### config.mk
export PLATFORM = sky130hd
export DESIGN_NAME = nfc_op_sequencer
export DESIGN_NICKNAME = d
export VERILOG_FILES = /design/src/rtl/nfc_op_sequencer_pkg.sv /design/src/rtl/nfc_op_sequencer.sv
export SDC_FILE = /design/constraint.sdc
export NUM_CORES = 1
export LEC_CHECK = 0
export ABC_AREA = 1
export BUFFER_PORTS_ARGS = -buffer_cell sky130_fd_sc_hd__buf_2
export CAP_MARGIN = 40
export CORE_MARGIN = 5
export CORE_UTILIZATION = 55
export CTS_BUF_LIST = sky130_fd_sc_hd__clkbuf_16
export CTS_CLUSTER_DIAMETER = 120
export DETAILED_ROUTE_END_ITERATION = 10
export PLACE_DENSITY = 0.83
export REMOVE_ABC_BUFFERS = 1
export SETUP_SLACK_MARGIN = 0.1
export SYNTH_ARGS = -nofsm -noshare
export SYNTH_HDL_FRONTEND = slang
export SYNTH_SLANG_ARGS = --single-unit
### constraint.sdc
create_clock -name iSystemClock -period 8.8 [get_ports iSystemClock]
set_input_delay 0.44 -clock iSystemClock [delete_from_list [all_inputs] [get_ports iSystemClock]]
set_output_delay 0.44 -clock iSystemClock [all_outputs]
set_load 0.05 [all_outputs]
### src/rtl/nfc_op_sequencer_pkg.sv
// nfc_op_sequencer_pkg: NFC opcodes, targets, command record and sequencer state encoding
package nfc_op_sequencer_pkg;
  typedef enum logic [3:0] {
    IDLE, SEL_WAY, SET_COL, SET_ROW, ISSUE_OP, WAIT_OP, ISSUE_STAT, WAIT_STAT, CHECK, RESP
  } state_e;
  typedef enum logic [1:0] {OP_PROG, OP_READ, OP_ERASE, OP_RSVD} op_e;
  localparam logic [5:0] OPC_SEL_WAY = 6'b100000;
  localparam logic [5:0] OPC_SET_COL = 6'b100010;
  localparam logic [5:0] OPC_SET_ROW = 6'b100100;
  localparam logic [5:0] OPC_PROG    = 6'b000011;
  localparam logic [5:0] OPC_READ    = 6'b000100;
  localparam logic [5:0] OPC_ERASE   = 6'b000110;
  localparam logic [5:0] OPC_STATUS  = 6'b000111;
  localparam logic [4:0] TGT_NONE    = 5'b00000;
  localparam logic [4:0] TGT_CMD     = 5'b00101;
  localparam logic [4:0] TGT_STATUS  = 5'b00100;
  localparam logic [15:0] REG_LEN    = 16'h0008;
  typedef struct packed {
    logic [5:0]  opcode;
    logic [4:0]  target;
    logic [31:0] address;
    logic [15:0] length;
  } cmd_t;
  function automatic cmd_t cmd_for(state_e s, op_e op, logic [7:0] way, logic [23:0] row,
                                   logic [15:0] col, logic [15:0] len);
    cmd_t c;
    case (s)
      SEL_WAY:  c = '{OPC_SEL_WAY, TGT_NONE, {24'd0, way}, REG_LEN};
      SET_COL:  c = '{OPC_SET_COL, TGT_NONE, {16'd0, col}, REG_LEN};
      SET_ROW:  c = '{OPC_SET_ROW, TGT_NONE, {8'd0, row}, REG_LEN};
      ISSUE_OP: c = '{op == OP_PROG ? OPC_PROG : op == OP_READ ? OPC_READ : OPC_ERASE,
                      op == OP_PROG ? TGT_NONE : TGT_CMD, {8'd0, row}, len};
      default:  c = '{OPC_STATUS, TGT_STATUS, 32'd0, REG_LEN};
    endcase
    return c;
  endfunction
endpackage

### src/rtl/nfc_op_sequencer.sv
// nfc_op_sequencer: turns program/read/erase requests into NFC command sequences with status polling
module nfc_op_sequencer
  import nfc_op_sequencer_pkg::*;
#(
  parameter int NumberOfWays = 2,
  parameter int PollLimit    = 1024,
  localparam int WayW        = NumberOfWays > 1 ? $clog2(NumberOfWays) : 1
) (
  input  logic            iSystemClock,
  input  logic            iReset,
  input  logic            iReqValid,
  output logic            oReqReady,
  input  logic [1:0]      iReqOp,
  input  logic [WayW-1:0] iReqWay,
  input  logic [23:0]     iReqRow,
  input  logic [15:0]     iReqCol,
  input  logic [15:0]     iReqLength,
  output logic            oRspValid,
  input  logic            iRspReady,
  output logic [7:0]      oRspStatus,
  output logic            oRspTimeout,
  output logic            oRspFail,
  output logic [5:0]      oOpcode,
  output logic [4:0]      oTargetID,
  output logic [4:0]      oSourceID,
  output logic [31:0]     oAddress,
  output logic [15:0]     oLength,
  output logic            oCMDValid,
  input  logic            iCMDReady,
  input  logic [15:0]     iReadData,
  input  logic            iReadValid,
  input  logic            iReadLast,
  output logic            oReadReady
);
  state_e state_q, state_d;
  op_e op_q, op_d;
  logic [WayW-1:0] way_q, way_d;
  logic [23:0] row_q, row_d;
  logic [15:0] col_q, col_d, len_q, len_d, poll_q, poll_d;
  cmd_t cmd_q, cmd_d;
  logic cmd_valid_q, cmd_valid_d, rsp_valid_q, rsp_valid_d, read_ready_q, read_ready_d;
  logic first_q, first_d, timeout_q, timeout_d;
  logic [7:0] status_q, status_d;
  logic unused_read_hi;
  assign unused_read_hi = ^iReadData[15:8];
  always_comb begin
    state_d = state_q;
    op_d = op_q;
    way_d = way_q;
    row_d = row_q;
    col_d = col_q;
    len_d = len_q;
    poll_d = poll_q;
    cmd_d = cmd_q;
    cmd_valid_d = cmd_valid_q;
    rsp_valid_d = rsp_valid_q;
    read_ready_d = read_ready_q;
    first_d = first_q;
    timeout_d = timeout_q;
    status_d = status_q;
    case (state_q)
      IDLE: if (iReqValid) begin
        op_d = op_e'(iReqOp);
        way_d = iReqWay;
        row_d = iReqRow;
        col_d = iReqCol;
        len_d = iReqLength;
        timeout_d = 1'b0;
        status_d = iReqOp == OP_RSVD ? 8'hFF : 8'h00;
        rsp_valid_d = iReqOp == OP_RSVD;
        state_d = iReqOp == OP_RSVD ? RESP : SEL_WAY;
      end
      // A command is raised only after iCMDReady is seen high in the issuing state itself
      SEL_WAY, SET_COL, SET_ROW, ISSUE_OP, ISSUE_STAT: if (iCMDReady) begin
        cmd_valid_d = !cmd_valid_q;
        cmd_d = cmd_valid_q ? cmd_q : cmd_for(state_q, op_q, 8'(way_q), row_q, col_q, len_q);
        if (cmd_valid_q) begin
          state_d = state_q == SEL_WAY ? SET_COL : state_q == SET_COL ? SET_ROW :
                    state_q == SET_ROW ? ISSUE_OP : state_q == ISSUE_OP ? WAIT_OP : WAIT_STAT;
          poll_d = state_q == ISSUE_STAT && poll_q != 16'hFFFF ? poll_q + 16'd1 : poll_q;
          read_ready_d = state_q == ISSUE_STAT;
          first_d = 1'b1;
        end
      end
      WAIT_OP: if (iCMDReady) begin
        state_d = op_q == OP_READ ? RESP : ISSUE_STAT;
        rsp_valid_d = op_q == OP_READ;
      end
      WAIT_STAT: if (iReadValid) begin
        first_d = 1'b0;
        status_d = first_q ? iReadData[7:0] : status_q;
        read_ready_d = !iReadLast;
        state_d = iReadLast ? CHECK : WAIT_STAT;
      end
      CHECK: if (status_q[6] || poll_q == 16'(PollLimit)) begin
        state_d = RESP;
        rsp_valid_d = 1'b1;
        timeout_d = !status_q[6];
      end else if (iCMDReady) state_d = ISSUE_STAT;
      RESP: if (iRspReady) begin
        rsp_valid_d = 1'b0;
        poll_d = 16'd0;
        state_d = IDLE;
      end
      default: state_d = IDLE;
    endcase
  end
  always_ff @(posedge iSystemClock or posedge iReset) begin
    if (iReset) begin
      state_q <= IDLE;
      op_q <= OP_PROG;
      way_q <= '0;
      row_q <= '0;
      col_q <= '0;
      len_q <= '0;
      poll_q <= '0;
      cmd_q <= '0;
      cmd_valid_q <= 1'b0;
      rsp_valid_q <= 1'b0;
      read_ready_q <= 1'b0;
      first_q <= 1'b0;
      timeout_q <= 1'b0;
      status_q <= '0;
    end else begin
      state_q <= state_d;
      op_q <= op_d;
      way_q <= way_d;
      row_q <= row_d;
      col_q <= col_d;
      len_q <= len_d;
      poll_q <= poll_d;
      cmd_q <= cmd_d;
      cmd_valid_q <= cmd_valid_d;
      rsp_valid_q <= rsp_valid_d;
      read_ready_q <= read_ready_d;
      first_q <= first_d;
      timeout_q <= timeout_d;
      status_q <= status_d;
    end
  end
  assign oReqReady = state_q == IDLE;
  assign oRspValid = rsp_valid_q;
  assign oRspStatus = status_q;
  assign oRspTimeout = timeout_q;
  assign oRspFail = status_q[0];
  assign oOpcode = cmd_q.opcode;
  assign oTargetID = cmd_q.target;
  assign oSourceID = 5'd0;
  assign oAddress = cmd_q.address;
  assign oLength = cmd_q.length;
  assign oCMDValid = cmd_valid_q;
  assign oReadReady = read_ready_q;
endmodule

# ---- After elaboration in Yosys (flattened, before gate mapping)
# Cells that the tools add are included.
dict set report classes {
  n_bitwise 1
  muxes 46
  n_eq_ne 23
  n_reduce_logical 22
  add_sub_neg 1
}
# op count
set op_table {}
lappend op_table {{case mux 59 bit (4 select lines)} 1}
lappend op_table {{2-to-1 mux 16 bit} 4}
lappend op_table {{2-to-1 mux 4 bit} 11}
lappend op_table {{2-to-1 mux 8 bit} 4}
lappend op_table {{case mux 16 bit (2 select lines)} 1}
lappend op_table {{case mux 4 bit (6 select lines)} 1}
lappend op_table {{inequality test 2 bit, second input constant} 9}
lappend op_table {{adder 16 x 1 -> 16 bit, second input constant} 1}
lappend op_table {{== test 16 x 11 -> 1 bit, second input constant} 1}
lappend op_table {{== test 4 x 3 -> 1 bit, second input constant} 4}
lappend op_table {{inequality test 16 bit, second input constant} 1}
lappend op_table {{case mux 8 bit (2 select lines)} 1}
lappend op_table {{2-to-1 mux 1 bit} 12}
lappend op_table {{2-to-1 mux 3 bit} 4}
lappend op_table {{AND reduction 5 bit} 2}
lappend op_table {{== test 4 x 2 -> 1 bit, second input constant} 2}
lappend op_table {{== test 4 bit, second input constant} 2}
lappend op_table {{AND reduction 4 bit} 2}
lappend op_table {{nonzero test 2 bit} 4}
lappend op_table {{AND reduction 7 bit} 1}
lappend op_table {{2-to-1 mux 2 bit} 3}
lappend op_table {{case mux 1 bit (2 select lines)} 3}
lappend op_table {{AND reduction 3 bit} 2}
lappend op_table {{OR reduction 5 bit} 1}
lappend op_table {{13 further kinds} 16}
dict set report word_totals {
  elab_cells 110
  reg_bits 151
  out_inout_bits 78
}

# ---- Longest topological paths before layout
# Gate-level depths: netlist of the first run.
dict set report logic_depth {
  depth_word 8
  mapped_depth 12
  mapped_depth_nobuf 12
}

# ---- Least setup slack after synthesis of the first run
# No wires, ideal clock.
dict set report synth_path {
  path_kind {reg2reg}
  start {register state_q[3]}
  end {register len_q[15]}
  stages_incl_launch_ff 7
  setup_time_ns 0.128
  slack_ns 7.101
  arrival_ns 1.571
  period_less_slack_ns 1.699
  cell_sequence {dfrtp_1 nor2_4 nand2_2 inv_2 nand2_2 buf_2 mux2_1}
}
dict set report synth_between {
  elab_chain_len 2
}
# element line_no
set synth_lines {}
lappend synth_lines {{start, declared} nfc_op_sequencer.sv:35} ;# state_e state_q, state_d;
lappend synth_lines {{start signal, assigned} nfc_op_sequencer.sv:125} ;# state_q <= state_d;
lappend synth_lines {{zero test 4 bit} --}
lappend synth_lines {{named net oReqReady} nfc_op_sequencer.sv:12} ;# output logic oReqReady,
lappend synth_lines {{AND reduction 2 bit (no line)} --}
lappend synth_lines {{end signal, assigned} nfc_op_sequencer.sv:130} ;# len_q <= len_d;
lappend synth_lines {{end, declared} nfc_op_sequencer.sv:39} ;# logic [15:0] col_q, col_d, len_q, len_d, poll_q, poll_d;
# The timed path passes the listed nets, and every way through them passes these cells.
# A chain may end at the register's enable or synchronous reset.

# ---- Final worst setup path of the first run
dict set report layout_path {
  start {register state_q[3]}
  end {register state_q[0]}
}
dict set report layout_between {
  elab_chain_len 7
  elab_cells_between_ends 25
  cone_classes {eq/ne (16); mux (6); reduce/logical (3)}
}
# element line_no
set layout_lines {}
lappend layout_lines {{== test 4 x 2 -> 1 bit} {nfc_op_sequencer.sv:61, nfc_op_sequencer.sv:79}}
lappend layout_lines {{2-to-1 mux 2 bit} nfc_op_sequencer.sv:79} ;# state_q == SET_ROW ? ISSUE_OP : state_q == ISSUE_OP ? WAIT_OP : WAIT_STAT;
lappend layout_lines {{2-to-1 mux 3 bit (2 in series)} nfc_op_sequencer.sv:78} ;# state_d = state_q == SEL_WAY ? SET_COL : state_q == SET_COL ? SET_ROW :
lappend layout_lines {{2-to-1 mux 4 bit} nfc_op_sequencer.sv:77} ;# if (cmd_valid_q) begin
lappend layout_lines {{2-to-1 mux 4 bit} nfc_op_sequencer.sv:74} ;# SEL_WAY, SET_COL, SET_ROW, ISSUE_OP, ISSUE_STAT: if (iCMDReady) begin
lappend layout_lines {{case mux 4 bit (6 select lines)} nfc_op_sequencer.sv:61} ;# case (state_q)
# Several ways; a longest one is shown, not always the timed one. The select of a mux whose other input is x is not followed.

==> summary.log, run 1 <==
qor: status.status completed
qor: critical_path.setup.worst_path.class flop to flop
qor: power_and_ir_drop.switching_power 1412 uW
qor: global_route.grt_antenna_before_repair 0
qor: layout.drive_above_1_share 26.83%
qor: critical_path.r2r_cells 10
qor: floorplanning.die_x 119.3 um
qor: power_and_ir_drop.power_frac_comb 44.3%
qor: critical_path.cp_max_fo 11
qor: routing.drtPass1Iterations 5
qor: clock_network.cts_resized 0
qor: sta.slew_headroom 48.26%
qor: routing.routed-via-count 5,273
qor: synthesis.synthesis.area 6571 sq um
qor: critical_path.rr_endpoint state_q[0]
qor: routing.final_wl 14.56 mm
qor: synthesis.synth_top_area_share 52.55%
qor: sta.worst_slack 6523 ps
qor: floorplanning.die_height 119.3 um
qor: synthesis.syn_avg_cell_area 8.809 sq um
qor: sta.worst_clock_skew 6.742 ps
qor: place.worst_slack_at_placement 6587 ps
qor: power_and_ir_drop.power.static_leakage 0.004085 uW
qor: sta.slew_violations 0
qor: synthesis.synthMostInstantiatedCell sky130_fd_sc_hd__nand2_1
qor: synthesis.asyncSetResetFlopFracSynth 100.0%
qor: critical_path.worst_setup_path_start_kind flop
qor: power_and_ir_drop.worst_ir_drop_vdd 238.7 uV
qor: clock_network.cts_bufs_inserted 17
qor: layout.finish.net_count 958
qor: routing.postRouteAntennaNets 0
qor: sta.tightest_slew 773.2 ps
qor: global_route.grt_start_max_net_pins 76
qor: clock_network.hold_fix_buffers_at_cts 0
qor: synthesis.synth-edff-count 0
qor: sta.totalNegativeSetupSlack 0 ps
qor: critical_path.cp-end-kind flop
qor: critical_path.worst_ep_required_time 9100 ps
qor: synthesis.post_synth_main_area_contributors sky130_fd_sc_hd__dfrtp_1 (53%), sky130_fd_sc_hd__nand2_1 (12%), sky130_fd_sc_hd__mux2_2 (7.0%), sky130_fd_sc_hd__nor2_1 (4.7%), sky130_fd_sc_hd__nand3_1 (2.9%)
qor: critical_path.r2r-start state_q[3]
qor: power_and_ir_drop.internal-power 1744 uW
qor: critical_path.crit_arrival 2580 ps
qor: floorplanning.floorplan.rows 40
qor: routing.drc_violations_left 0
qor: sta.clock.fmax 439.1 MHz
qor: clock_network.clock_insertion_delay_worst_skew 420 ps
qor: clock_network.number_of_setup_buffers_added_after_cts 0
qor: sta.finalHoldViolCount 0
qor: global_route.grt_pass1_wl 23.72 mm
qor: flow_run.max_cap_violations 0
qor: min_path.hold_class input port to asynchronous set/reset pin
qor: power_and_ir_drop.power.density_cell_area 404.8 nW/um^2
qor: routing.initialDrtViolationCount 306
qor: global_route.track_usage 20.91%
qor: power_and_ir_drop.clock_power_share 22.3%
qor: sta.setup_violations_final 0
qor: place.routabilityCongestion 0.9305
qor: sta.layout_min_cycle_time 2277 ps
qor: floorplanning.core_area 11,860 sq um
qor: power_and_ir_drop.share_seq_of_total_power 33.5%
qor: sta.min_period_over_period 25.88%
qor: place.post-dp-hpwl 9.967 mm
qor: global_route.global_route.overflow_total 0
qor: floorplanning.io_pins 160
qor: layout.antenna_cells 0
qor: clock_network.cts.sink_count 138
qor: place.buffers_added_on_ports 133
qor: clock_network.cts-htree-levels 4
qor: synthesis.postSynthRegisterBits 138
qor: clock_network.clock_tree_from_tritoncts done
qor: synthesis.synth_cells 746
qor: critical_path.internal_reg_to_reg_setup_slack 6520 ps
qor: synthesis.yosysWarnings 0
qor: global_route.grt_pass1_vias 5,106
qor: clock_network.clockBufferDepth 2
qor: synthesis.yosys.cell_types.count 36
qor: synthesis.synth_commonest_cells sky130_fd_sc_hd__nand2_1 (218), sky130_fd_sc_hd__dfrtp_1 (138), sky130_fd_sc_hd__nor2_1 (83)
qor: synthesis.yosysSeqAreaShare 52.55%
qor: routing.via_per_inst 5.100
qor: clock_network.cts_root_buffer sky130_fd_sc_hd__clkbuf_16
qor: floorplanning.design.die.area 14,230 sq um
qor: power_and_ir_drop.net_switching_share_of_the_total_power 44.74%
qor: floorplanning.initial_utilization 55.40%
qor: sta.rsz0062_at_grt false
qor: routing.routed_wire_length_per_instance 14.08 um
qor: clock_network.clk_transition_reported_paths 60 ps
qor: synthesis.dominantRegCellSynth sky130_fd_sc_hd__dfrtp_1
qor: layout.layout-area-overhead-vs-synth 18.60%
qor: synthesis.synth_largest_area_cell sky130_fd_sc_hd__dfrtp_1
==> per-layer routing <==
layer  global-route usage, %  wire (um)
met5                       0          0
met4                   9.091        282
met3                   5.223        814
met2                   35.50       7242
met1                   25.28       6218
==> layout by cell type, fill, tap and decap left out, drive strengths merged, types with 3 or more instances in the layout <==
master    instances
a21oi            34
buf             137
bufinv            3
clkbuf           17
clkinv            4
clkinvlp          3
conb             18
dfrtp           138
inv              56
mux2             43
nand2           227
nand3            39
nand4             3
nor2             89
o21ai            57
xor2              6
==> area by class of cell <==
| class | count | area, sq um |
|---|---|---|
| flip-flops and latches | 138 | 3453 |
| clock buffers | 17 | 425.4 |
| inverters | 51 | 201.4 |
| clock inverters | 15 | 160.2 |
| repair buffers | 137 | 720.7 |
| well taps | 147 | 183.9 |
| multi-input cells | 529 | 2649 |
| fillers | 976 | 4068 |
==> per-stage QoR <==
stage	utilization (%)	std cells	hold slack, ps	total power [uW]	area (sq um)
3_5_place_dp	60.77	1002	462.5	2454	7208
4_1_cts	65.71	1034	68.56	3173	7794
6_report	65.71	1034	66.43	3155	7794
2_1_floorplan	-	718	464.7	2109	6294
3_3_place_gp	60.43	1000	449.8	2407	7168
5_1_grt	65.71	1034	90.14	3349	7794
==> critical path, stage by stage, from the launching register on <==
cell                      delay, ps
sky130_fd_sc_hd__dfrtp_1        470
sky130_fd_sc_hd__inv_1           80
sky130_fd_sc_hd__nand2_1         90
sky130_fd_sc_hd__nor2_1         610
sky130_fd_sc_hd__inv_2          170
sky130_fd_sc_hd__nor2_1         210
sky130_fd_sc_hd__inv_2          120
sky130_fd_sc_hd__nand2_1        150
sky130_fd_sc_hd__nor2_2          70
sky130_fd_sc_hd__nand3_1        110
sky130_fd_sc_hd__nand2_1         70
==> worst max path at each step <==
stage / startpoint / endpoint / slack [ps] / cells after the start
2_1_floorplan: iReset / col_q[0] / 4660 / 1
6_report: state_q[3] / state_q[0] / 6520 / 10
3_3_place_gp: state_q[3] / oRspStatus[6] / 6610 / 8
5_1_grt: state_q[0] / oOpcode[2] / 6310 / 9
4_1_cts: state_q[0] / oOpcode[1] / 6560 / 9
3_5_place_dp: state_q[0] / oOpcode[1] / 6590 / 9
==> cell families (layout without fill, tap and decap cells) <==
kind of cell	Yosys count	in the layout	synth area share, %
AO/OA/AOI/OAI	95	95	7.693
other	1	18	0.05707
flip-flops	138	138	52.55
adder cells (fa/ha/maj)	2	2	0.3807
buffers and inverters	96	220	8.187
XOR/XNOR	8	8	1.066
AND/OR/NAND/NOR	363	363	22.70
multiplexers	43	43	7.369
==> power by group through the flow <==
stage / clock network [uW] / logic (uW) / registers (uW)
2_1_floorplan: 0 / 648 / 1460
3_3_place_gp: 0 / 1360 / 1050
3_5_place_dp: 0 / 1390 / 1060
4_1_cts: 714 / 1400 / 1060
5_1_grt: 742 / 1510 / 1090
6_report: 702 / 1400 / 1060
==> registers in the layout, summed over array words and instances, names as in the netlist, 2 cells and up <==
register and flops:
oRspStatus 8, oAddress 24, op_q 2, row_q 24
col_q 16, oTargetID 2, len_q 16, oOpcode 4
state_q 4, oLength 16, poll_q 16
(Power assumes the default switching activity.)
==> run 2: changes to the inputs <==
--- a/config.mk
+++ b/config.mk
@@ -5,15 +5,15 @@
 export SDC_FILE = /design/constraint.sdc
 export NUM_CORES = 1
 export LEC_CHECK = 0
-export ABC_AREA = 1
+export ABC_AREA = 0
 export BUFFER_PORTS_ARGS = -buffer_cell sky130_fd_sc_hd__buf_2
 export CAP_MARGIN = 40
 export CORE_MARGIN = 5
-export CORE_UTILIZATION = 55
+export CORE_UTILIZATION = 48
 export CTS_BUF_LIST = sky130_fd_sc_hd__clkbuf_16
 export CTS_CLUSTER_DIAMETER = 120
 export DETAILED_ROUTE_END_ITERATION = 10
-export PLACE_DENSITY = 0.83
+export PLACE_DENSITY = 0.77
 export REMOVE_ABC_BUFFERS = 1
 export SETUP_SLACK_MARGIN = 0.1
 export SYNTH_ARGS = -nofsm -noshare
==> constraint.sdc (replaced) <==
create_clock -name iSystemClock -period 2 [get_ports iSystemClock]
set_input_delay 0.1 -clock iSystemClock [delete_from_list [all_inputs] [get_ports iSystemClock]]
set_output_delay 0.1 -clock iSystemClock [all_outputs]
set_load 0.05 [all_outputs]
==> run 2 against run 1 <==
  * Count of clock-buffer cells in the layout unchanged
  * Worst hold slack got worse by 22 ps
  * Sequential share of layout area decreased by 6.1 points
  * Total power increased to 4.6 times the previous value
  * Non-clock buffer count increased by 120
  * First-iteration DRC count increased by 54%
  * Die area increased by 12%
  * Synthesized cell count decreased by 20%
  * Final area increased by 16%
  * Critical endpoint is now oAddress[13]
  * Largest power group unchanged
==> summary.log, run 2 <==
qor: status.status completed
qor: layout.finish.net_count 920
qor: layout.layout-area-overhead-vs-synth 39.69%
qor: floorplanning.die_height 126.1 um
qor: global_route.grt_pass1_vias 5,888
qor: sta.worst_slack 47.92 ps
qor: routing.initialDrtViolationCount 471
qor: synthesis.yosys.cell_types.count 67
qor: power_and_ir_drop.clock_power_share 21.4%
qor: sta.clock.fmax 512.3 MHz
qor: critical_path.worst_ep_required_time 2340 ps
qor: synthesis.postSynthRegisterBits 138
qor: place.worst_slack_at_placement -180.3 ps
qor: sta.setup_violations_final 0
qor: place.routabilityCongestion 0.8869
qor: critical_path.r2r_cells 7
qor: layout.layout_common_cells sky130_fd_sc_hd__dfrtp_1 (134), sky130_fd_sc_hd__buf_2 (133), sky130_fd_sc_hd__nand2_1 (88), sky130_fd_sc_hd__dlygate4sd3_1 (69), sky130_fd_sc_hd__mux2_2 (56)
qor: sta.worst_clock_skew 11.08 ps
qor: synthesis.synthesis.area 6471 sq um
qor: clock_network.clk_transition_reported_paths 60 ps
qor: critical_path.cp-end-kind flop
qor: power_and_ir_drop.switching_power 6191 uW
qor: critical_path.worstPathCellList buf_12 -> or3b_4 -> buf_4 -> a21oi_4 -> buf_8 -> a22oi_1 -> o21ai_1
qor: clock_network.clock_insertion_delay_worst_skew 430 ps
qor: power_and_ir_drop.net_switching_share_of_the_total_power 42.36%
qor: global_route.grt_pass1_wl 30.20 mm
qor: critical_path.cp_max_fo 11
qor: synthesis.synth_commonest_cells sky130_fd_sc_hd__dfrtp_1 (138), sky130_fd_sc_hd__nand2_1 (88), sky130_fd_sc_hd__mux2_2 (56)
qor: power_and_ir_drop.power.density_cell_area 1617 nW/um^2
qor: sta.rsz0062_at_grt true
qor: synthesis.synth_top_area_share 53.36%
qor: global_route.global_route.overflow_total 0
qor: synthesis.yosysSeqAreaShare 53.36%
qor: flow_run.max_cap_violations 0
qor: floorplanning.die_x 126.1 um
qor: sta.layout_min_cycle_time 1952 ps
qor: clock_network.cts_root_buffer sky130_fd_sc_hd__clkbuf_16
qor: place.post-dp-hpwl 11.64 mm
qor: synthesis.post_synth_main_area_contributors sky130_fd_sc_hd__dfrtp_1 (53%), sky130_fd_sc_hd__mux2_2 (9.7%), sky130_fd_sc_hd__nand2_1 (5.1%), sky130_fd_sc_hd__o21ai_0 (3.0%), sky130_fd_sc_hd__buf_4 (2.6%)
qor: routing.drtPass1Iterations 5
qor: routing.routed_met3_length 1.368 mm
qor: synthesis.asyncSetResetFlopFracSynth 100.0%
qor: power_and_ir_drop.worst_ir_drop_vdd 1413 uV
qor: routing.final_wl 19.03 mm
qor: critical_path.crit_arrival 2290 ps
qor: layout.antenna_cells 0
qor: place.buffers_added_on_ports 133
qor: routing.maxUsedRoutingLayer met4
qor: synthesis.yosysWarnings 0
qor: critical_path.worst_setup_path_start_kind flop
qor: floorplanning.core_area 13,240 sq um
qor: clock_network.clockBufferDepth 2
qor: critical_path.critical_path.slowest_cell sky130_fd_sc_hd__dfrtp_2
qor: clock_network.clock_tree_from_tritoncts done
qor: min_path.hold-path-cell-count 4
qor: place.dp.cells 909
qor: layout.layout_commonest_cell sky130_fd_sc_hd__dfrtp_1
qor: routing.routed_wire_length_per_instance 18.57 um
qor: synthesis.dominantRegCellSynth sky130_fd_sc_hd__dfrtp_1
qor: clock_network.cts_bufs_inserted 17
qor: power_and_ir_drop.share_seq_of_total_power 32.1%
qor: sta.slew_violations 0
qor: routing.routed-via-count 5,821
qor: clock_network.cts.sink_count 138
qor: floorplanning.initial_utilization 48.87%
qor: layout.fin_cells 1,025
qor: critical_path.setup.worst_path.class flop to flop
qor: power_and_ir_drop.internal-power 8425 uW
qor: synthesis.synth_largest_area_cell sky130_fd_sc_hd__dfrtp_1
qor: synthesis.syn_avg_cell_area 10.80 sq um
qor: synthesis.synthMostInstantiatedCell sky130_fd_sc_hd__dfrtp_1
qor: sta.min_period_over_period 97.60%
qor: min_path.hold_class input port to flop
qor: routing.via_per_inst 5.679
qor: floorplanning.io_pins 160
qor: floorplanning.design.die.area 15,900 sq um
qor: routing.postRouteAntennaNets 0
qor: global_route.grt_start_max_net_pins 71
qor: power_and_ir_drop.power_frac_comb 46.5%
qor: floorplanning.floorplan.rows 42
qor: critical_path.critical-path-max-stage-delay 430 ps
qor: global_route.grt_antenna_before_repair 0
qor: synthesis.synth_cells 599
qor: routing.met2_length 9.776 mm
qor: routing.drc_violations_left 0
qor: clock_network.cts-htree-levels 4
qor: global_route.track_usage 23.55%
qor: routing.wl_met1 7.301 mm
qor: synthesis.synth-edff-count 0
qor: sta.finalHoldViolCount 0
qor: layout.layout.filler_cells 884
qor: layout.drive_above_1_share 36.98%
qor: power_and_ir_drop.power.static_leakage 0.004263 uW
-- run 2: cell count changes after synthesis, sizes merged, moves of 9 or more --
cell	previous run	this run
nand2	227	89
o31ai	0	11
a22o	0	9
mux2	43	62
inv	51	9
a21oi	34	22
nor2	89	17
a22oi	0	17
nand3	39	28
-- run 2: through the flow --
step | TNS, ps | total power [uW] | util (%) | cell area [sq um] | hold WS (ps)
finish | 0 | 14620 | 68.26 | 9040 | 44.53
global route | 0 | 15320 | 68.26 | 9040 | 69.75
CTS | 0 | 14200 | 67.15 | 8892 | 44.23
detailed placement | -4877 | 10650 | 56.34 | 7461 | 87.05
global placement | -288.2 | 10380 | 56.34 | 7461 | 85.79
floorplan | -403150 | 8631 | - | 6170 | 234.9
-- run 2: critical path, delay by kind of cell, from the launching register on --
family / cells / cell delay, ps
AO/OA/AOI/OAI: 3 / 520
buffers and inverters: 3 / 500
flip-flops: 1 / 430
AND/OR/NAND/NOR: 1 / 410
-- run 2: layout make-up --
class / count / area, sq um / area share (%)
clock buffers: 17 / 425.4 / 4.706
clock inverters: 15 / 160.2 / 1.772
inverters: 9 / 36.28 / 0.4014
multi-input cells: 413 / 2855 / 31.58
flip-flops and latches: 138 / 3458 / 38.26
well taps: 176 / 220.2 / 2.436
repair buffers: 257 / 1884 / 20.84
-- run 2: kinds of logic after synthesis --
family | after synthesis | synth area share, %
AO/OA/AOI/OAI | 138 | 13.86
other | 1 | 0.05795
buffers and inverters | 66 | 6.168
AND/OR/NAND/NOR | 189 | 14.79
flip-flops | 138 | 53.36
adder cells (fa/ha/maj) | 2 | 0.3866
multiplexers | 65 | 11.37
-- run 2: what timing repair did --
action                                  in CTS  in global routing
pin swaps                                    4                  7
setup buffers                                9                  5
endpoints found under the setup margin     118                106
hold buffers                                69                  0
endpoints found under the hold margin      112                  0
resized for setup                           20                 28
gates cloned                                 0                  1
-- run 2: power by group through the flow --
| stage | registers (uW) | logic, uW | clock network, uW |
|---|---|---|---|
| after floorplan | 6130 | 2500 | 0 |
| final | 4690 | 6790 | 3130 |
| after CTS | 4660 | 6380 | 3160 |
| after detailed placement | 4720 | 5930 | 0 |
| after global routing | 4820 | 7220 | 3290 |
| after global placement | 4620 | 5760 | 0 |
-- run 2: layer usage --
layer / global-route usage (%) / vias to the layer above
met1: 28.40 / 2890
met3: 6.054 / 57
met4: 9.211 / 0
met5: 0 / -
met2: 40.50 / 299
li1: - / 2575
-- run 2: path summary, 6_finish.rpt --
path,startpoint,end,slack [ps]
min in group asynchronous,iReset,oAddress[4],240
min reg2reg,oLength[2],oLength[2],480
max in group asynchronous,iReset,oLength[4],1100
max reg2reg,state_q[0],oAddress[13],50
min,iReadValid,first_q,40
max,state_q[0],oAddress[13],50
==> run 3: changes to the inputs <==
--- a/config.mk
+++ b/config.mk
@@ -8,8 +8,10 @@
 export ABC_AREA = 0
 export BUFFER_PORTS_ARGS = -buffer_cell sky130_fd_sc_hd__buf_2
 export CAP_MARGIN = 40
+export CELL_PAD_IN_SITES_DETAIL_PLACEMENT = 1
+export CELL_PAD_IN_SITES_GLOBAL_PLACEMENT = 1
 export CORE_MARGIN = 5
-export CORE_UTILIZATION = 48
+export CORE_UTILIZATION = 37
 export CTS_BUF_LIST = sky130_fd_sc_hd__clkbuf_16
 export CTS_CLUSTER_DIAMETER = 120
 export DETAILED_ROUTE_END_ITERATION = 10
==> run 3 against run 2 <==
  * Global-route usage fell by 3.2 points
  * Combinational power rose by 2%
  * Total power rose by 1.6%
  * Maximum frequency rose by 2.3%
  * Worst hold slack got worse by 20 ps
  * Cell count rose by 6.0%
  * Final area rose by 2.6%
  * Critical path type unchanged
  * Routed wire length rose by 9.0%
  * Clock power rose by 5%
==> summary.log, run 3 (same netlist as run 2, synthesis figures left out) <==
qor: global_route.global_route.overflow_total 0
qor: global_route.grt_pass1_vias 6,365
qor: place.post-dp-hpwl 13.57 mm
qor: sta.slew_headroom 63.90%
qor: layout.layout-area-overhead-vs-synth 43.35%
qor: critical_path.worst_setup_path_start_kind flop
qor: floorplanning.design.die.area 20,240 sq um
qor: clock_network.clock_insertion_delay_worst_skew 420 ps
qor: power_and_ir_drop.worst_ir_drop_vdd 899.9 uV
qor: place.routabilityCongestion 0.8596
qor: clock_network.cts.sink_count 138
qor: sta.clock.fmax 523.9 MHz
qor: global_route.track_usage 20.34%
qor: routing.routed_wire_length_per_instance 19.10 um
qor: routing.drc_violations_left 0
qor: layout.antenna_cells 0
qor: layout.layout_commonest_cell sky130_fd_sc_hd__dfrtp_1
qor: sta.tightest_slew 541.5 ps
qor: layout.layout_common_cells sky130_fd_sc_hd__dfrtp_1 (134), sky130_fd_sc_hd__buf_2 (132), sky130_fd_sc_hd__nand2_1 (88), sky130_fd_sc_hd__dlygate4sd3_1 (68), sky130_fd_sc_hd__mux2_2 (56)
qor: critical_path.internal_reg_to_reg_setup_slack 90 ps
qor: clock_network.clock_tree_from_tritoncts done
qor: routing.final_wl 20.74 mm
qor: layout.layout.filler_cells 1,860
qor: routing.drtPass1Iterations 5
qor: place.buffers_added_on_ports 133
qor: floorplanning.floorplan.rows 48
qor: sta.setup_violations_final 0
qor: power_and_ir_drop.power.static_leakage 0.004331 uW
qor: critical_path.rr_endpoint poll_q[11]
qor: critical_path.setup.worst_path.class flop to flop
qor: global_route.grt_start_max_net_pins 53
qor: floorplanning.die_height 142.3 um
qor: critical_path.r2r-start state_q[2]
qor: global_route.grt_antenna_before_repair 0
qor: sta.layout_min_cycle_time 1909 ps
qor: min_path.timing.hold.worst_endpoint first_q
qor: clock_network.clk_transition_reported_paths 60 ps
qor: floorplanning.initial_utilization 37.54%
qor: clock_network.cts_bufs_inserted 17
qor: critical_path.crit_arrival 2260 ps
qor: floorplanning.io_pins 160
qor: routing.postRouteAntennaNets 0
qor: routing.initialDrtViolationCount 285
qor: flow_run.max_cap_violations 0
qor: floorplanning.die_x 142.3 um
qor: min_path.hold-path-cell-count 4
qor: sta.min_period_over_period 95.44%
qor: min_path.hp-start iReadValid
qor: sta.slew_violations 0
qor: layout.finish.net_count 932
qor: clock_network.clockBufferDepth 2
qor: critical_path.r2r_cells 7
qor: critical_path.worst_ep_required_time 2350 ps
qor: status.status completed
qor: place.detailed_place.area 7670 sq um
qor: sta.worst_clock_skew 8.553 ps
qor: sta.rsz0062_at_grt true
qor: routing.via_per_inst 5.291
qor: min_path.hold_class input port to flop
qor: sta.holdWs 24.76 ps
qor: critical_path.cp-end-kind flop
qor: sta.finalHoldViolCount 0
qor: critical_path.cp_max_fo 7
qor: routing.routed-via-count 5,746
qor: clock_network.cts_root_buffer sky130_fd_sc_hd__clkbuf_16
qor: clock_network.cts-htree-levels 4
qor: layout.fin_area 9276 sq um
qor: layout.drive_above_1_share 38.44%
qor: floorplanning.core_area 17,240 sq um
qor: power_and_ir_drop.power.density_cell_area 1601 nW/um^2
qor: global_route.grt_pass1_wl 32.89 mm
==> run 3: power breakdown <==
part	switching [uW]	total (uW)	internal (uW)
Clock	1290	3280	1990
Sequential	759	4660	3900
Combinational	4240	6910	2680
Total	6280	14900	8570
==> run 3: worst max-delay path, stage by stage (launching register included) <==
cell,delay [ps]
sky130_fd_sc_hd__dfrtp_2,450
sky130_fd_sc_hd__buf_6,150
sky130_fd_sc_hd__buf_6,90
sky130_fd_sc_hd__or3_4,110
sky130_fd_sc_hd__nand4_1,90
sky130_fd_sc_hd__a211o_4,370
sky130_fd_sc_hd__or4_1,510
sky130_fd_sc_hd__nand3_1,80
==> run 3: per-layer routing <==
metal	vias to the layer above	track usage [%]	wire length, um
met1	2921	24.55	8504
met4	0	6.717	312
li1	2613	-	-
met5	-	0	0
met3	29	3.461	981
met2	183	36.80	10940
==> run 3: timing repair <==
action	CTS	global route
endpoints found under the setup margin	95	103
endpoints found under the hold margin	117	0
resized for setup	14	46
cloned	0	2
pin swaps	2	11
buffers inserted	5	5
hold buffers	68	0
==> run 3: through the flow <==
| step | setup slack, ps | total power (uW) | TNS (ps) | std cells | utilization, % |
|---|---|---|---|---|---|
| 6_report | 91.21 | 14850 | 0 | 1086 | 53.82 |
| 5_1_grt | 48.60 | 15670 | 0 | 1086 | 53.82 |
| 4_1_cts | 53.93 | 14560 | 0 | 1079 | 52.52 |
| 3_5_place_dp | -108.2 | 10990 | -2487 | 974 | 44.50 |
| 3_3_place_gp | -6.645 | 10640 | -12.44 | 974 | 44.50 |
| 2_1_floorplan | -1827 | 8631 | -403150 | 559 | - |
==> run 3: worst max path at each step <==
stage                     from            end  slack (ps)  cells after the start
finish              state_q[2]     poll_q[11]          90                      7
global route         poll_q[1]     state_q[0]          50                      7
CTS                 state_q[2]     state_q[0]          50                      6
detailed placement  state_q[2]  oRspStatus[2]        -110                      5
global placement    state_q[3]  oRspStatus[2]          -7                      5
floorplan           state_q[2]     oOpcode[1]       -1830                      4
==> run 3: final cells by class <==
type / instances / area (sq um) / share of cell area, %
sequential: 138 / 3458 / 37.28
timing repair buffer: 268 / 2012 / 21.69
tap: 225 / 281.5 / 3.035
multi-input combinational: 414 / 2872 / 30.95
inverter: 9 / 38.79 / 0.4181
clock buffer: 17 / 425.4 / 4.586
clock inverter: 15 / 188.9 / 2.037
